### src/rtl/fade_pkg.sv
// Shared types and the phase-to-duty decode for the RGB hue-wheel fade.
package fade_pkg;

  // Wide enough for any practical PWM_INTERVAL; callers truncate to their own width.
  localparam int unsigned DUTY_W_MAX = 16;

  typedef logic [DUTY_W_MAX-1:0] duty_word_t;

  // Six hue-wheel phases; each names the channel that ramps during it.
  typedef enum logic [2:0] {
    PH_RG_UP = 3'd0,
    PH_R_DN  = 3'd1,
    PH_B_UP  = 3'd2,
    PH_G_DN  = 3'd3,
    PH_R_UP  = 3'd4,
    PH_B_DN  = 3'd5
  } phase_t;

  typedef struct packed {
    duty_word_t r;
    duty_word_t g;
    duty_word_t b;
  } rgb_duty_t;

  // Successor phase on the wheel; PH_B_DN wraps back to PH_RG_UP.
  function automatic phase_t phase_next(phase_t ph);
    phase_t nx;
    if (ph == PH_B_DN) nx = PH_RG_UP;
    else               nx = phase_t'(3'(ph) + 3'd1);
    return nx;
  endfunction

  // One channel ramps with r; the other two sit at full or off.
  function automatic rgb_duty_t duty_decode(phase_t ph, duty_word_t r, duty_word_t max);
    rgb_duty_t d;
    d = '0;
    case (ph)
      PH_RG_UP: begin d.r = max;     d.g = r;       d.b = '0;      end
      PH_R_DN:  begin d.r = max - r; d.g = max;     d.b = '0;      end
      PH_B_UP:  begin d.r = '0;      d.g = max;     d.b = r;       end
      PH_G_DN:  begin d.r = '0;      d.g = max - r; d.b = max;     end
      PH_R_UP:  begin d.r = r;       d.g = '0;      d.b = max;     end
      PH_B_DN:  begin d.r = max;     d.g = '0;      d.b = max - r; end
      default:  begin d.r = max;     d.g = '0;      d.b = '0;      end
    endcase
    return d;
  endfunction

endpackage

### src/rtl/rgb_fade_sequencer_if.sv
// Run-enable and duty bus between the fade sequencer and the PWM generators.
//   en          : run enable (low freezes the sequence)
//   duty_r/g/b  : per-channel duty, 0..MAX
//   phase       : current hue-wheel phase, 0..5
//   cycle_done  : one-clock pulse on the phase 5 -> 0 wrap
interface rgb_fade_sequencer_if #(
  parameter int unsigned DUTY_W = 11
);
  logic              en;
  logic [DUTY_W-1:0] duty_r;
  logic [DUTY_W-1:0] duty_g;
  logic [DUTY_W-1:0] duty_b;
  logic [2:0]        phase;
  logic              cycle_done;

  modport master (
    input  en,
    output duty_r, duty_g, duty_b, phase, cycle_done
  );

  modport slave (
    output en,
    input  duty_r, duty_g, duty_b, phase, cycle_done
  );
endinterface

### src/rtl/rgb_fade_sequencer_step_timer.sv
// Free-running step timer: pulses tick once every STEP_CYCLES enabled clocks.
//   clk  : clock
//   rst  : synchronous active-high reset
//   en   : count enable; low clears the count so partial steps are discarded
//   tick : combinational, high while the count is on its last value and en=1
module step_timer #(
  parameter int unsigned STEP_CYCLES = 200000
) (
  input  logic clk,
  input  logic rst,
  input  logic en,
  output logic tick
);

  localparam int unsigned CNT_W = (STEP_CYCLES > 1) ? $clog2(STEP_CYCLES) : 1;
  localparam logic [CNT_W-1:0] LAST = CNT_W'(STEP_CYCLES - 1);

  logic [CNT_W-1:0] tcnt;

  // Count 0..LAST and wrap; a dropped enable restarts the step from zero.
  always_ff @(posedge clk) begin
    if (rst)               tcnt <= '0;
    else if (!en)          tcnt <= '0;
    else if (tcnt == LAST) tcnt <= '0;
    else                   tcnt <= tcnt + CNT_W'(1);
  end

  assign tick = en && (tcnt == LAST);

endmodule

### src/rtl/rgb_fade_sequencer.sv
// Six-phase hue-wheel fade driving three PWM duty inputs.
//   clk  : system clock
//   rst  : synchronous active-high reset, overrides everything
//   bus  : master side of rgb_fade_sequencer_if (en in; duties, phase, cycle_done out)
module rgb_fade_sequencer
  import fade_pkg::*;
#(
  parameter int unsigned PWM_INTERVAL = 1200,
  parameter int unsigned DUTY_INC     = 20,
  parameter int unsigned STEP_CYCLES  = 200000
) (
  input  logic                  clk,
  input  logic                  rst,
  rgb_fade_sequencer_if.master  bus
);

  localparam int unsigned DUTY_W = $clog2(PWM_INTERVAL);
  localparam logic [DUTY_W-1:0] MAX    = DUTY_W'(PWM_INTERVAL);
  localparam logic [DUTY_W-1:0] INC    = DUTY_W'(DUTY_INC);
  localparam logic [DUTY_W-1:0] R_LAST = DUTY_W'(PWM_INTERVAL - DUTY_INC);

  // A ramp that does not land exactly on MAX would break phase-boundary continuity.
  if (DUTY_INC == 0 || (PWM_INTERVAL % DUTY_INC) != 0) begin : g_bad_duty_inc
    $error("rgb_fade_sequencer: DUTY_INC must be nonzero and divide PWM_INTERVAL");
  end

  logic tick;

  step_timer #(.STEP_CYCLES(STEP_CYCLES)) u_step_timer (
    .clk  (clk),
    .rst  (rst),
    .en   (bus.en),
    .tick (tick)
  );

  phase_t            phase_q,  phase_d;
  logic [DUTY_W-1:0] r_q,      r_d;
  logic [DUTY_W-1:0] duty_r_q, duty_g_q, duty_b_q;
  logic              cycle_done_q, cycle_done_d;
  rgb_duty_t         dec;
  logic              unused_dec;

  // Next ramp/phase; outputs decode from the post-update values so they move on the tick edge.
  always_comb begin
    phase_d      = phase_q;
    r_d          = r_q;
    cycle_done_d = 1'b0;
    if (tick) begin
      if (r_q == R_LAST) begin
        r_d          = '0;
        phase_d      = phase_next(phase_q);
        cycle_done_d = (phase_q == PH_B_DN);
      end else begin
        r_d = r_q + INC;
      end
    end
    dec = duty_decode(phase_d, DUTY_W_MAX'(r_d), DUTY_W_MAX'(MAX));
  end

  // Upper decode bits are always zero at this instance's width.
  assign unused_dec = ^dec;

  // State and output registers.
  always_ff @(posedge clk) begin
    if (rst) begin
      phase_q      <= PH_RG_UP;
      r_q          <= '0;
      duty_r_q     <= MAX;
      duty_g_q     <= '0;
      duty_b_q     <= '0;
      cycle_done_q <= 1'b0;
    end else begin
      phase_q      <= phase_d;
      r_q          <= r_d;
      duty_r_q     <= DUTY_W'(dec.r);
      duty_g_q     <= DUTY_W'(dec.g);
      duty_b_q     <= DUTY_W'(dec.b);
      cycle_done_q <= cycle_done_d;
    end
  end

  assign bus.duty_r     = duty_r_q;
  assign bus.duty_g     = duty_g_q;
  assign bus.duty_b     = duty_b_q;
  assign bus.phase      = 3'(phase_q);
  assign bus.cycle_done = cycle_done_q;

endmodule

### src/flat_wrapper.sv
// flat-port wrapper written by rule: the top's interface ports become plain ports
module rgb_fade_sequencer_flat import fade_pkg::*;
#(
  parameter int unsigned PWM_INTERVAL = 1200,
  parameter int unsigned DUTY_INC     = 20,
  parameter int unsigned STEP_CYCLES  = 200000
)
  (clk, rst, bus_en, bus_duty_r, bus_duty_g, bus_duty_b, bus_phase, bus_cycle_done);
  rgb_fade_sequencer_if #(.DUTY_W(($clog2(PWM_INTERVAL)))) bus_i ();
  input  logic clk;
  input  logic rst;
  input wire logic [$bits(bus_i.en)-1:0] bus_en;
  output wire logic [$bits(bus_i.duty_r)-1:0] bus_duty_r;
  output wire logic [$bits(bus_i.duty_g)-1:0] bus_duty_g;
  output wire logic [$bits(bus_i.duty_b)-1:0] bus_duty_b;
  output wire logic [$bits(bus_i.phase)-1:0] bus_phase;
  output wire logic [$bits(bus_i.cycle_done)-1:0] bus_cycle_done;
  assign bus_i.en = bus_en;
  assign bus_duty_r = bus_i.duty_r;
  assign bus_duty_g = bus_i.duty_g;
  assign bus_duty_b = bus_i.duty_b;
  assign bus_phase = bus_i.phase;
  assign bus_cycle_done = bus_i.cycle_done;
  rgb_fade_sequencer #(.PWM_INTERVAL(PWM_INTERVAL), .DUTY_INC(DUTY_INC), .STEP_CYCLES(STEP_CYCLES)) u_core (.clk(clk), .rst(rst), .bus(bus_i));
endmodule
### config.mk
export PLATFORM = sky130hd
export DESIGN_NAME = rgb_fade_sequencer_flat
export DESIGN_NICKNAME = d
export VERILOG_FILES = /design/src/rtl/fade_pkg.sv /design/src/rtl/rgb_fade_sequencer_if.sv /design/src/rtl/rgb_fade_sequencer_step_timer.sv /design/src/rtl/rgb_fade_sequencer.sv /design/src/flat_wrapper.sv
export SDC_FILE = /design/constraint.sdc
export NUM_CORES = 1
export LEC_CHECK = 0
export CORE_MARGIN = 8
export CORE_UTILIZATION = 50
export DETAILED_ROUTE_END_ITERATION = 7
export PLACE_DENSITY = 0.86
export SYNTH_ARGS = -nofsm -noshare
export SYNTH_HDL_FRONTEND = slang
export SYNTH_SLANG_ARGS = --single-unit
### constraint.sdc
create_clock -name clk -period 2.85 [get_ports clk]
set_input_delay 0.4275 -clock clk [delete_from_list [all_inputs] [get_ports clk]]
set_output_delay 0.4275 -clock clk [all_outputs]
set_load 0.02 [all_outputs]
==> metrics.txt <==
status complete, but fails checks; failing checks negative setup slack; Ports 40; Worst Skew 0.0151 ns; EDFF count, synth 0; Fin. Hold Viols 0; post-DR wirelength/cell 20.0 um; port bufs 39; max-slew violation count 0; initial core utilization 51.2%; GP Congestion 0.963; Tmin final 3.27 ns; clock tree buffer depth 2; Max-slew headroom 45.6%; HPWL after DPL 6760 um; reported max-cap violation count 0; Die Y 96.4 um; Max Freq 0.306 GHz; total power 0.00180 W; Non-Filler Instances 588; area of the multi-input gates 2120 um2; commonest cells after routing, fill and taps aside buf_4, dfxtp_1, nor2_1; Syn. warnings 0; Final Util 77.6%; WS Path Type reg -> reg; synthesized area 3240 um2; ANT nets after route 0; Area growth, synth to finish 51.4%; CP endpoint kind register; Total GRT Usage 21.7%; vias in the first global route 3246; dominant cell type by area after synthesis dfxtp_1; hold_ws 0.464 ns; main area contributors after synthesis dfxtp_1, nor2_1, nand2_1, a21oi_1, xor2_1; library cells used by synthesis 59; Sink Count 66; Main synth FF type dfxtp_1; # fillers 372; Ant. Diodes 0; fin crit share 115%; sequential area share after synthesis 40.8%; setup TNS -4.34 ns; row cnt 29; clk slew on worst S/H paths 0.07 ns; CP Launch Type register; vias per cell 6.33; largest net degree at the start of global routing 19; GRT overflow 0; leading cell type in the layout, fill and taps excluded buf_4; Worst-Skew Late Latency 0.37 ns; CTS tree built; core area 6310 um2; number of detailed-route iterations in the first pass 7; Synth Net Count 394; Cells after DPL 554; Residual DRC 0; Die Span X 96.4 um; PD cells 367 nW/um2; synthesized area per cell 8.34 um2; synthesized flop and latch total 66; clock buffer count from CTS 9; Post-synth ARST share 0%; CP max FO 5; H-tree depth 3; via count 3722; Mapped Cells 388; Post-CTS Hold Buffers 0; initial DRC count 444; Root Buffer clkbuf_8; Total Wirelength 11800 um; Pleak 1.76 nW; Net count, final 513; Final setup viols 24; top-area cell type share of the netlist area 40.8%; Least-Margin Pin Slew 0.812 ns; DIE AREA 9300 um2; Hold Crit Class reg -> reg; WP data arrival 3.58 ns; RSZ-0062 raised after global routing yes; share of cells above drive strength 1 34.1%; final setup margin -0.421 ns; worst vdd ir 0.320 mV; Register Area 1320 um2; WP data required 3.15 ns; initial antenna violation count 0; first-pass GRT wire length 15700 um
==> synthesized netlist by cell type, types with 2 or more instances <==
master     number
dfxtp_1        66
nor2_1         52
nand2_1        36
a21oi_1        23
nand3_1        18
o21ai_0        18
nor3_1         14
xor2_1         13
clkbuf_1       12
nand2b_1       11
inv_1          10
nand4_1         8
o21a_1          8
xnor2_1         7
and3_1          6
a31oi_1         5
or3_1           5
a211oi_1        4
a22oi_1         4
and2_1          3
buf_2           3
ha_1            3
mux2i_1         3
nor2_2          3
nor4bb_1        3
o21ai_1         3
or4_4           3
a21o_1          2
a221oi_1        2
a2bb2oi_1       2
a31oi_4         2
buf_1           2
nor2b_1         2
nor3_4          2
nor4_1          2
o211ai_1        2
o22ai_1         2
o32ai_1         2
xnor2_2         2
==> layer usage <==
metal  vias to the layer above  track usage, %  part of all wire (%)
met5                         -               0                     0
met4                         0            12.0                   7.3
met3                       107            4.71                   9.5
met2                       313            37.6                    48
met1                      1675            24.2                    36
li1                       1627               -                     -
==> critical path: stages (launching register included) <==
cell     delay (ns)
dfxtp_2        0.33
or4b_4         0.54
or4_4          0.45
or4_4          0.52
mux2_4         0.35
a31oi_4        0.25
nor2_4         0.07
buf_4          0.16
nor3_1         0.36
or3_1          0.18
==> stage by stage <==
stage / setup slack, ns / cell area [um2]
2_1_floorplan: -0.173 / 3260
6_report: -0.421 / 4900
3_3_place_gp: -0.280 / 4200
4_1_cts: -0.265 / 4520
3_5_place_dp: -0.353 / 4200
5_1_grt: -0.478 / 4900
==> final timing paths <==
check	start	end	slack [ns]	cells after the start
worst max-delay path	u_core.u_step_timer.tcnt[14]$_SDFF_PP0_	u_core.bus.duty_g[8]$_SDFF_PP0_	-0.42	9
worst min-delay path	u_core.u_step_timer.tcnt[0]$_SDFF_PP0_	u_core.u_step_timer.tcnt[0]$_SDFF_PP0_	0.46	1
worst max register to register	u_core.u_step_timer.tcnt[14]$_SDFF_PP0_	u_core.bus.duty_g[8]$_SDFF_PP0_	-0.42	9
worst min register to register	u_core.u_step_timer.tcnt[0]$_SDFF_PP0_	u_core.u_step_timer.tcnt[0]$_SDFF_PP0_	0.46	1
==> state kept, by name, summed over array words and instances, names as in the netlist <==
name / cells
u_core.bus.cycle_done: 1
u_core.bus.duty_b: 11
u_core.bus.duty_g: 11
u_core.bus.duty_r: 11
u_core.bus.phase: 3
u_core.r_q: 11
u_core.u_step_timer.tcnt: 18
==> timing repair <==
item                                    in CTS  in global routing
endpoints found under the setup margin      29                 31
setup buffers                                6                 13
gates resized for setup                     14                 71
pin swaps                                   21                 35
==> cell families after synthesis <==
family                   synth area share (%)
flip-flops                               40.8
AND/OR/NAND/NOR                          28.1
adder cells (fa/ha/maj)                  1.16
multiplexers                             1.39
XOR/XNOR                                 6.42
AO/OA/AOI/OAI                            18.9
buffers and inverters                    3.25
==> cell type report <==
type,instances,area share (%)
Sequential cell,66,27.0
Clock buffer,13,3.45
Timing Repair Buffer,125,22.8
Clock inverter,2,0.715
Multi-Input combinational cell,295,43.3
Inverter,10,0.766
Tap cell,77,1.97
==> where the power goes <==
part | internal, W | switching (W) | total, W
Clock | 0.000470 | 0.000367 | 0.000837
Combinational | 0.0000121 | 0.0000235 | 0.0000356
Sequential | 0.000923 | 0.00000110 | 0.000924
Note: power is estimated with default switching activity, not from simulation.
